`src/rtl/mem_arbiter.sv`:
```
// Round-robin arbiter sharing one memory port between instruction fetch and load/store.
// Sequences one access at a time through IDLE -> ISSUE -> (WAIT) -> RESP.
module mem_arbiter #(
  parameter int         LATENCY    = 0,
  parameter logic [2:0] IFU_READOP = 3'h2
) (
  input  logic        clk,
  input  logic        rst,
  input  logic        ifu_req_valid,
  output logic        ifu_req_ready,
  input  logic [31:0] ifu_addr,
  output logic        ifu_resp_valid,
  input  logic        ifu_resp_ready,
  output logic [31:0] ifu_rdata,
  input  logic        lsu_req_valid,
  output logic        lsu_req_ready,
  input  logic        lsu_wen,
  input  logic [31:0] lsu_addr,
  input  logic [31:0] lsu_wdata,
  input  logic [7:0]  lsu_wmask,
  input  logic [2:0]  lsu_readop,
  output logic        lsu_resp_valid,
  input  logic        lsu_resp_ready,
  output logic [31:0] lsu_rdata,
  output logic        mem_access,
  output logic        mem_read,
  output logic        mem_wen,
  output logic [2:0]  mem_readop,
  output logic [7:0]  mem_wmask,
  output logic [31:0] mem_raddr,
  output logic [31:0] mem_waddr,
  output logic [31:0] mem_wdata,
  input  logic [31:0] mem_rdata
);

  localparam logic [1:0] S_IDLE  = 2'd0;
  localparam logic [1:0] S_ISSUE = 2'd1;
  localparam logic [1:0] S_WAIT  = 2'd2;
  localparam logic [1:0] S_RESP  = 2'd3;

  localparam logic OWN_IFU = 1'b0;
  localparam logic OWN_LSU = 1'b1;

  logic [1:0]  state;
  logic        last_grant;
  logic        owner;
  logic [3:0]  wait_cnt;
  logic [31:0] addr_q;
  logic [31:0] wdata_q;
  logic [7:0]  wmask_q;
  logic [2:0]  readop_q;
  logic        wen_q;
  logic [31:0] resp_data;
  logic        resp_fresh;
  logic        grant_ifu;
  logic        grant_lsu;
  logic        in_resp;
  logic        resp_take;
  logic [31:0] rdata_cur;

  function automatic logic [31:0] load_result(input logic wen, input logic [31:0] rdata);
    return wen ? 32'h0 : rdata;
  endfunction

  always_comb begin
    grant_ifu = 1'b0;
    grant_lsu = 1'b0;
    if (state == S_IDLE) begin
      if (ifu_req_valid && lsu_req_valid) begin
        if (last_grant == OWN_LSU) grant_ifu = 1'b1;
        else                       grant_lsu = 1'b1;
      end else if (ifu_req_valid) begin
        grant_ifu = 1'b1;
      end else if (lsu_req_valid) begin
        grant_lsu = 1'b1;
      end
    end
  end

  assign ifu_req_ready = grant_ifu;
  assign lsu_req_ready = grant_lsu;

  // With zero latency RESP is entered straight from ISSUE, so the first RESP
  // cycle forwards the now-settled memory data and registers it for the stall.
  always_comb begin
    rdata_cur = resp_fresh ? load_result(wen_q, mem_rdata) : resp_data;
  end

  assign in_resp        = (state == S_RESP);
  assign ifu_resp_valid = in_resp && (owner == OWN_IFU);
  assign lsu_resp_valid = in_resp && (owner == OWN_LSU);
  assign ifu_rdata      = ifu_resp_valid ? rdata_cur : 32'h0;
  assign lsu_rdata      = lsu_resp_valid ? rdata_cur : 32'h0;
  assign resp_take      = (owner == OWN_IFU) ? (ifu_resp_valid && ifu_resp_ready)
                                             : (lsu_resp_valid && lsu_resp_ready);

  assign mem_access = (state == S_ISSUE);
  assign mem_read   = mem_access && !wen_q;
  assign mem_wen    = mem_access && wen_q;
  assign mem_readop = readop_q;
  assign mem_wmask  = wmask_q;
  assign mem_raddr  = addr_q;
  assign mem_waddr  = addr_q;
  assign mem_wdata  = wdata_q;

  always_ff @(posedge clk) begin
    if (rst) begin
      state      <= S_IDLE;
      last_grant <= OWN_LSU;
      owner      <= OWN_IFU;
      wait_cnt   <= 4'd0;
      addr_q     <= 32'h0;
      wdata_q    <= 32'h0;
      wmask_q    <= 8'h0;
      readop_q   <= 3'h0;
      wen_q      <= 1'b0;
      resp_data  <= 32'h0;
      resp_fresh <= 1'b0;
    end else begin
      case (state)
        S_IDLE: begin
          if (grant_ifu) begin
            owner      <= OWN_IFU;
            last_grant <= OWN_IFU;
            addr_q     <= ifu_addr;
            wen_q      <= 1'b0;
            wdata_q    <= 32'h0;
            wmask_q    <= 8'h0;
            readop_q   <= IFU_READOP;
            state      <= S_ISSUE;
          end else if (grant_lsu) begin
            owner      <= OWN_LSU;
            last_grant <= OWN_LSU;
            addr_q     <= lsu_addr;
            wen_q      <= lsu_wen;
            wdata_q    <= lsu_wdata;
            wmask_q    <= lsu_wmask;
            readop_q   <= lsu_readop;
            state      <= S_ISSUE;
          end
        end
        S_ISSUE: begin
          if (LATENCY > 0) begin
            wait_cnt <= 4'(LATENCY - 1);
            state    <= S_WAIT;
          end else begin
            resp_fresh <= 1'b1;
            state      <= S_RESP;
          end
        end
        S_WAIT: begin
          if (wait_cnt == 4'd0) begin
            resp_data <= load_result(wen_q, mem_rdata);
            state     <= S_RESP;
          end else begin
            wait_cnt <= wait_cnt - 4'd1;
          end
        end
        S_RESP: begin
          if (resp_fresh) begin
            resp_data  <= rdata_cur;
            resp_fresh <= 1'b0;
          end
          if (resp_take) state <= S_IDLE;
        end
        default: state <= S_IDLE;
      endcase
    end
  end

endmodule

```
`config.mk`:
```
export PLATFORM = sky130hd
export DESIGN_NAME = mem_arbiter
export DESIGN_NICKNAME = d
export VERILOG_FILES = /design/src/rtl/mem_arbiter.sv
export SDC_FILE = /design/constraint.sdc
export NUM_CORES = 1
export LEC_CHECK = 0
export BUFFER_PORTS_ARGS = -buffer_cell sky130_fd_sc_hd__buf_2
export CORE_AREA = 3 3 123 125
export DETAILED_ROUTE_END_ITERATION = 10
export DIE_AREA = 0 0 126 128
export PLACE_DENSITY = 0.75
export SLEW_MARGIN = 20
export SYNTH_ARGS = -nofsm -noshare
export SYNTH_HDL_FRONTEND = slang
export SYNTH_SLANG_ARGS = --single-unit
```
`constraint.sdc`:
```
create_clock -name clk -period 2.15 [get_ports clk]
set_input_delay 0.43 -clock clk [delete_from_list [all_inputs] [get_ports clk]]
set_output_delay 0.43 -clock clk [all_outputs]
set_load 0.005 [all_outputs]
```
======== Word-level counts from Yosys, hierarchy flattened ========
Cells that the tools add are included.
operators by class
  $add $sub $neg .......................... 1
  muxes and demuxes ....................... 35
  reductions and logical operators ........ 17
  bitwise logic cells ..................... 2
  eq/ne operators ......................... 7
operator list
  cell                                              count
  2-to-1 mux 32 bit                                 10
  case mux 32 bit (2 select lines)                  1
  2-to-1 mux 8 bit                                  2
  2-to-1 mux 1 bit                                  14
  2-to-1 mux 2 bit                                  4
  case mux 2 bit (4 select lines)                   1
  logical AND 1 bit                                 7
  2-to-1 mux 3 bit                                  2
  AND reduction 3 bit                               2
  nonzero test 2 bit                                3
  == test 2 bit, second input constant              2
  logical NOT 4 bit                                 1
  != test 2 bit, second input constant              2
  AND reduction 2 bit                               2
  subtractor 4 x 1 -> 4 bit, second input constant  1
  != test 3 bit, second input constant              1
  == test 2 x 1 -> 1 bit, second input constant     1
  logical NOT 2 bit                                 1
  != test 2 x 1 -> 1 bit, second input constant     1
  inverter 1 bit                                    2
  case mux 1 bit (2 select lines)                   1
  logical NOT 1 bit                                 1
word-level totals
  word-level logic and storage cells ...... 73
  output and inout bits ................... 178
  bits in registers ....................... 117
  input bits .............................. 146

======== Logic depth before layout (Yosys ltp) ========
  depth after elaboration ................. 7
  mapped depth ............................ 8
  depth with buffers taken out ............ 6

======== Worst setup path after synthesis ========
OpenSTA, ideal clock, no wires.
  path kind ............................... flip-flop to flip-flop
  start ................................... reg wait_cnt[0]
  end ..................................... reg resp_data[10]
  arrival ................................. 1.713 ns
  path buffers ............................ 2
  period minus slack after synthesis ...... 1.840 ns
  library setup time ...................... 0.128 ns
  cell stages (with the launch flop) ...... 9
  data required time ...................... 2.022 ns
  slack ................................... 0.310 ns
  cells stage by stage .................... dfxtp_1 > inv_1 > ha_1 > or3b_1 > buf_6 > a21oi_2 > buf_6 > mux2i_1 > nor2_1
between the ends
  longest elaborated chain between the ends .. 3
RTL lines
  item                                  RTL line  source
  start: declaration                    47        logic [3:0] wait_cnt;
  start signal: assignment              144       wait_cnt <= 4'(LATENCY - 1);
  start signal: assignment              156       wait_cnt <= wait_cnt - 4'd1;
  logical NOT 4 bit                     152       if (wait_cnt == 4'd0) begin
  != test 2 bit (no source line)        -
  AND reduction 3 bit (no source line)  -
  end signal: assignment                153       resp_data <= load_result(wen_q, mem_rdata);
  end signal: assignment                161       resp_data <= rdata_cur;
  end: declaration                      53        logic [31:0] resp_data;
No other way between the ends.
A chain may end at the register's enable or synchronous reset.

======== Worst setup path in the final report ========
  start ................................... reg state[0]
  end ..................................... out lsu_req_ready
between the ends
  longest elaborated chain between the ends .. 2
RTL lines
  item                      RTL line  source
  start: declaration        44        logic [1:0] state;
  start signal: assignment  108       state <= S_IDLE;
  start signal: assignment  130       state <= S_ISSUE;
  start signal: assignment  139       state <= S_ISSUE;
  logical NOT 2 bit         68        if (state == S_IDLE) begin
  2-to-1 mux 1 bit          68
  end: declaration          16        output logic lsu_req_ready,
No other way between the ends.

==> metrics.md <==
| Metric | Value |
|---|---|
| Post-DP HPWL | 11200 microns |
| Share of the synthesized area in the top cell type | 42.5% |
| Drc violations | 0 |
| CTS Root Cell | clkbuf_16 |
| Global-route wire length before repair | 24400 microns |
| Die extent in x | 126 microns |
| Outcome | completed |
| P_int | 5.23 mW |
| Die height | 128 microns |
| Slowest CP cell | dfxtp_2 |
| Syn Area/Cell | 8.81 sq um |
| WL per Instance | 14.1 microns |
| CTS tree | yes |
| Initial antenna violation count | 0 |
| Share of cells above drive strength 1 | 41.2% |
| GR Util All Layers | 18.4% |
| Static leakage | 3.89 nW |
| Tmin final | 2.06 ns |
| Largest net degree at the start of global routing | 69 |
| Crit Path Class | reg2out |
| VDD IR max | 0.000536 V |
| Switching share of power | 28.3% |
| CP Capture Type | primary output |
| Post-Route Utilization | 55.4% |
| Layout overhead on the synthesized area | 40.6% |
| Global route overflow | 0 |
| Commonest non-fill, non-tap cells in the layout | 322 x buf_2, 180 x nor2_1, 114 x dfxtp_1 |
| Max H-tree Level | 4 |
| # IOs | 324 |
| Most common cell after layout, fill and taps aside | buf_2 |
| DRC marker count from the first detailed-route iteration | 229 |
| Worst setup path startpoint | state[0] |
| Clock latency on the worst-skew pair | 0.40 ns |
| Hold Buf Count CTS | 0 |
| Max-slew violations | 0 |
| Switching Power | 2.07 mW |
| Post-synthesis sequential area ratio | 42.5% |
| Worst hold stages | 2 |
| IO Port Bufs | 323 |
| DR vias/cell | 4.82 |
| PwrDens | 942 nW/um^2 |
| Synth warn | 0 |
| Crit-path max FO | 5 |
| Largest stage delay, worst path | 0.35 ns |
| Worst reg2reg path depth | 6 |
| Fin. Hold Viols | 0 |
| Row Count | 43 |
| F_max | 0.485 GHz |
| Post-Syn Area | 5510 sq um |
| Critical path startpoint category | flop |
| # nets final | 1050 |
| Hold Slack | 0.247 ns |
| Reg2reg start | wait_cnt[0] |
| Combinational share of power | 25.1% |
| Top post-synthesis cells by area | dfxtp_1 42%, mux2i_1 18%, nor2_1 12%, a22oi_1 5.9%, a211oi_1 4.6% |
| R2r endpoint | state[0] |
| CP required | 1.72 ns |
| Netlist cell types | 28 |
| GP Congestion | 0.797 |
| Via count | 5249 |
| CTS Buffer Depth | 2 |
| Syn Inst Count | 626 |
| FF+latch count, synth | 117 |
| Clock skew | 0.00967 ns |
| Least-Margin Pin Slew | 0.978 ns |
| Setup crit end | lsu_req_ready |
| Max-Cap Viols | 0 |
| CTS clk-pin slew, worst paths | 0.05 ns |
| Final wirelength | 15400 microns |
| Critical path cell sequence | inv_1 > ha_1 > nand2_1 > a21oi_4 > buf_2 |
| Post-DRT Antenna Nets | 0 |
| CTS buffer count | 17 |
| Core ar. | 14000 sq um |
| HP Class | in2reg |
| Synthesized Nets | 777 |
| Post-synth top area cell | dfxtp_1 |
| Die area | 16100 sq um |
| Final setup viols | 0 |
| # diodes | 0 |
| Starting density of the core | 39.4% |
| Clk pwr share | 39.2% |
| DR pass1 iterations | 5 |
| Sequential power share | 35.7% |
| Vias in the first global route | 4911 |
| R2R setup slack | 0.15 ns |
| Pwr Total | 7.30 mW |
| Critical path arrival | 1.63 ns |
| Max-slew headroom | 34.5% |
| Fin crit share | 96.0% |
| Clock sink count | 117 |
-- registers in the layout, summed over array words and instances, names as in the netlist --
name / flops
last_grant: 1
mem_raddr: 32
mem_readop: 3
mem_wdata: 32
mem_wmask: 8
owner: 1
resp_data: 32
resp_fresh: 1
state: 2
wait_cnt: 4
wen_q: 1
-- worst min path at each step --
stage	slack, ns	start	end
after CTS	0.23	rst	mem_raddr[1]
after detailed placement	0.48	resp_data[26]	resp_data[26]
after global placement	0.47	resp_data[10]	resp_data[10]
after floorplan	0.46	resp_data[0]	resp_data[0]
after global routing	0.23	rst	mem_raddr[1]
final	0.25	rst	mem_raddr[1]
-- cell type report --
cell class | instances | area (sq um)
inverters | 9 | 33.8
repair buffers | 337 | 1810
clock buffers | 22 | 484
clock inverters | 8 | 124
well taps | 180 | 225
flip-flops and latches | 117 | 2350
fillers | 1317 | 6240
multi-input cells | 417 | 2730
-- power groups by stage --
stage          Sequential, mW  Combinational (mW)  Clock, mW
2_1_floorplan            2.63                1.26          0
3_3_place_gp             2.64                1.80          0
3_5_place_dp             2.64                1.83          0
4_1_cts                  2.60                1.84       2.93
5_1_grt                  2.65                2.02       3.06
6_report                 2.61                1.83       2.86
-- per-layer routing --
metal	wire, microns	GRT usage, %	part of all wire [%]
met1	6250	21.8	41
met2	7720	31.1	50
met3	1220	6.54	7.9
met5	0	0	0
met4	233	5.99	1.5
-- critical path, delay by kind of cell (launching register included) --
kind | cells | cell delay (ns)
adders and majority gates | 1 | 0.35
buffers and inverters | 2 | 0.23
DFF | 1 | 0.35
and+or+nand+nor | 1 | 0.14
AOI/OAI and AO/OA | 1 | 0.16
-- stage by stage --
step / setup TNS (ns) / area [sq um] / worst slack, ns / instances
floorplan: 0 / 5510 / 0.310 / 626
global placement: 0 / 7110 / 0.249 / 1058
detailed placement: 0 / 7110 / 0.224 / 1058
CTS: 0 / 7740 / 0.0161 / 1090
global route: -0.0353 / 7750 / -0.0353 / 1090
finish: 0 / 7750 / 0.0862 / 1090
-- what timing repair did --
item | CTS | global route
pin swaps | 1 | 0
resized for setup | 0 | 4
endpoints found under the setup margin | 1 | 67
setup buffers | 2 | 0
-- cell families after synthesis --
| family | share of synthesized area [%] |
|---|---|
| buffers and inverters | 9.12 |
| and+or+nand+nor | 17.1 |
| AOI/OAI and AO/OA | 11.7 |
| muxes | 18.0 |
| DFF | 42.5 |
| adders and majority gates | 1.13 |
| xor gates and xnor gates | 0.477 |
-- Yosys cell counts --
cell type  number
a22oi_1        43
buf_1           4
mux2i_1        99
a222oi_1        1
a211oi_1       34
nand2_1         3
nor3_1          2
xor2_1          2
or3b_1          1
buf_2           6
a311oi_1        1
a21oi_2         1
a21oi_1         3
o21ai_1         1
nor2_1        180
xnor2_1         1
inv_1           9
dfxtp_1       117
buf_4          32
buf_6           4
nand2b_1        1
nand3_1         2
clkbuf_1       37
ha_1            5
a211o_1         1
o211ai_2        1
nor2b_1        34
and2_1          1
(Power assumes the default switching activity.)
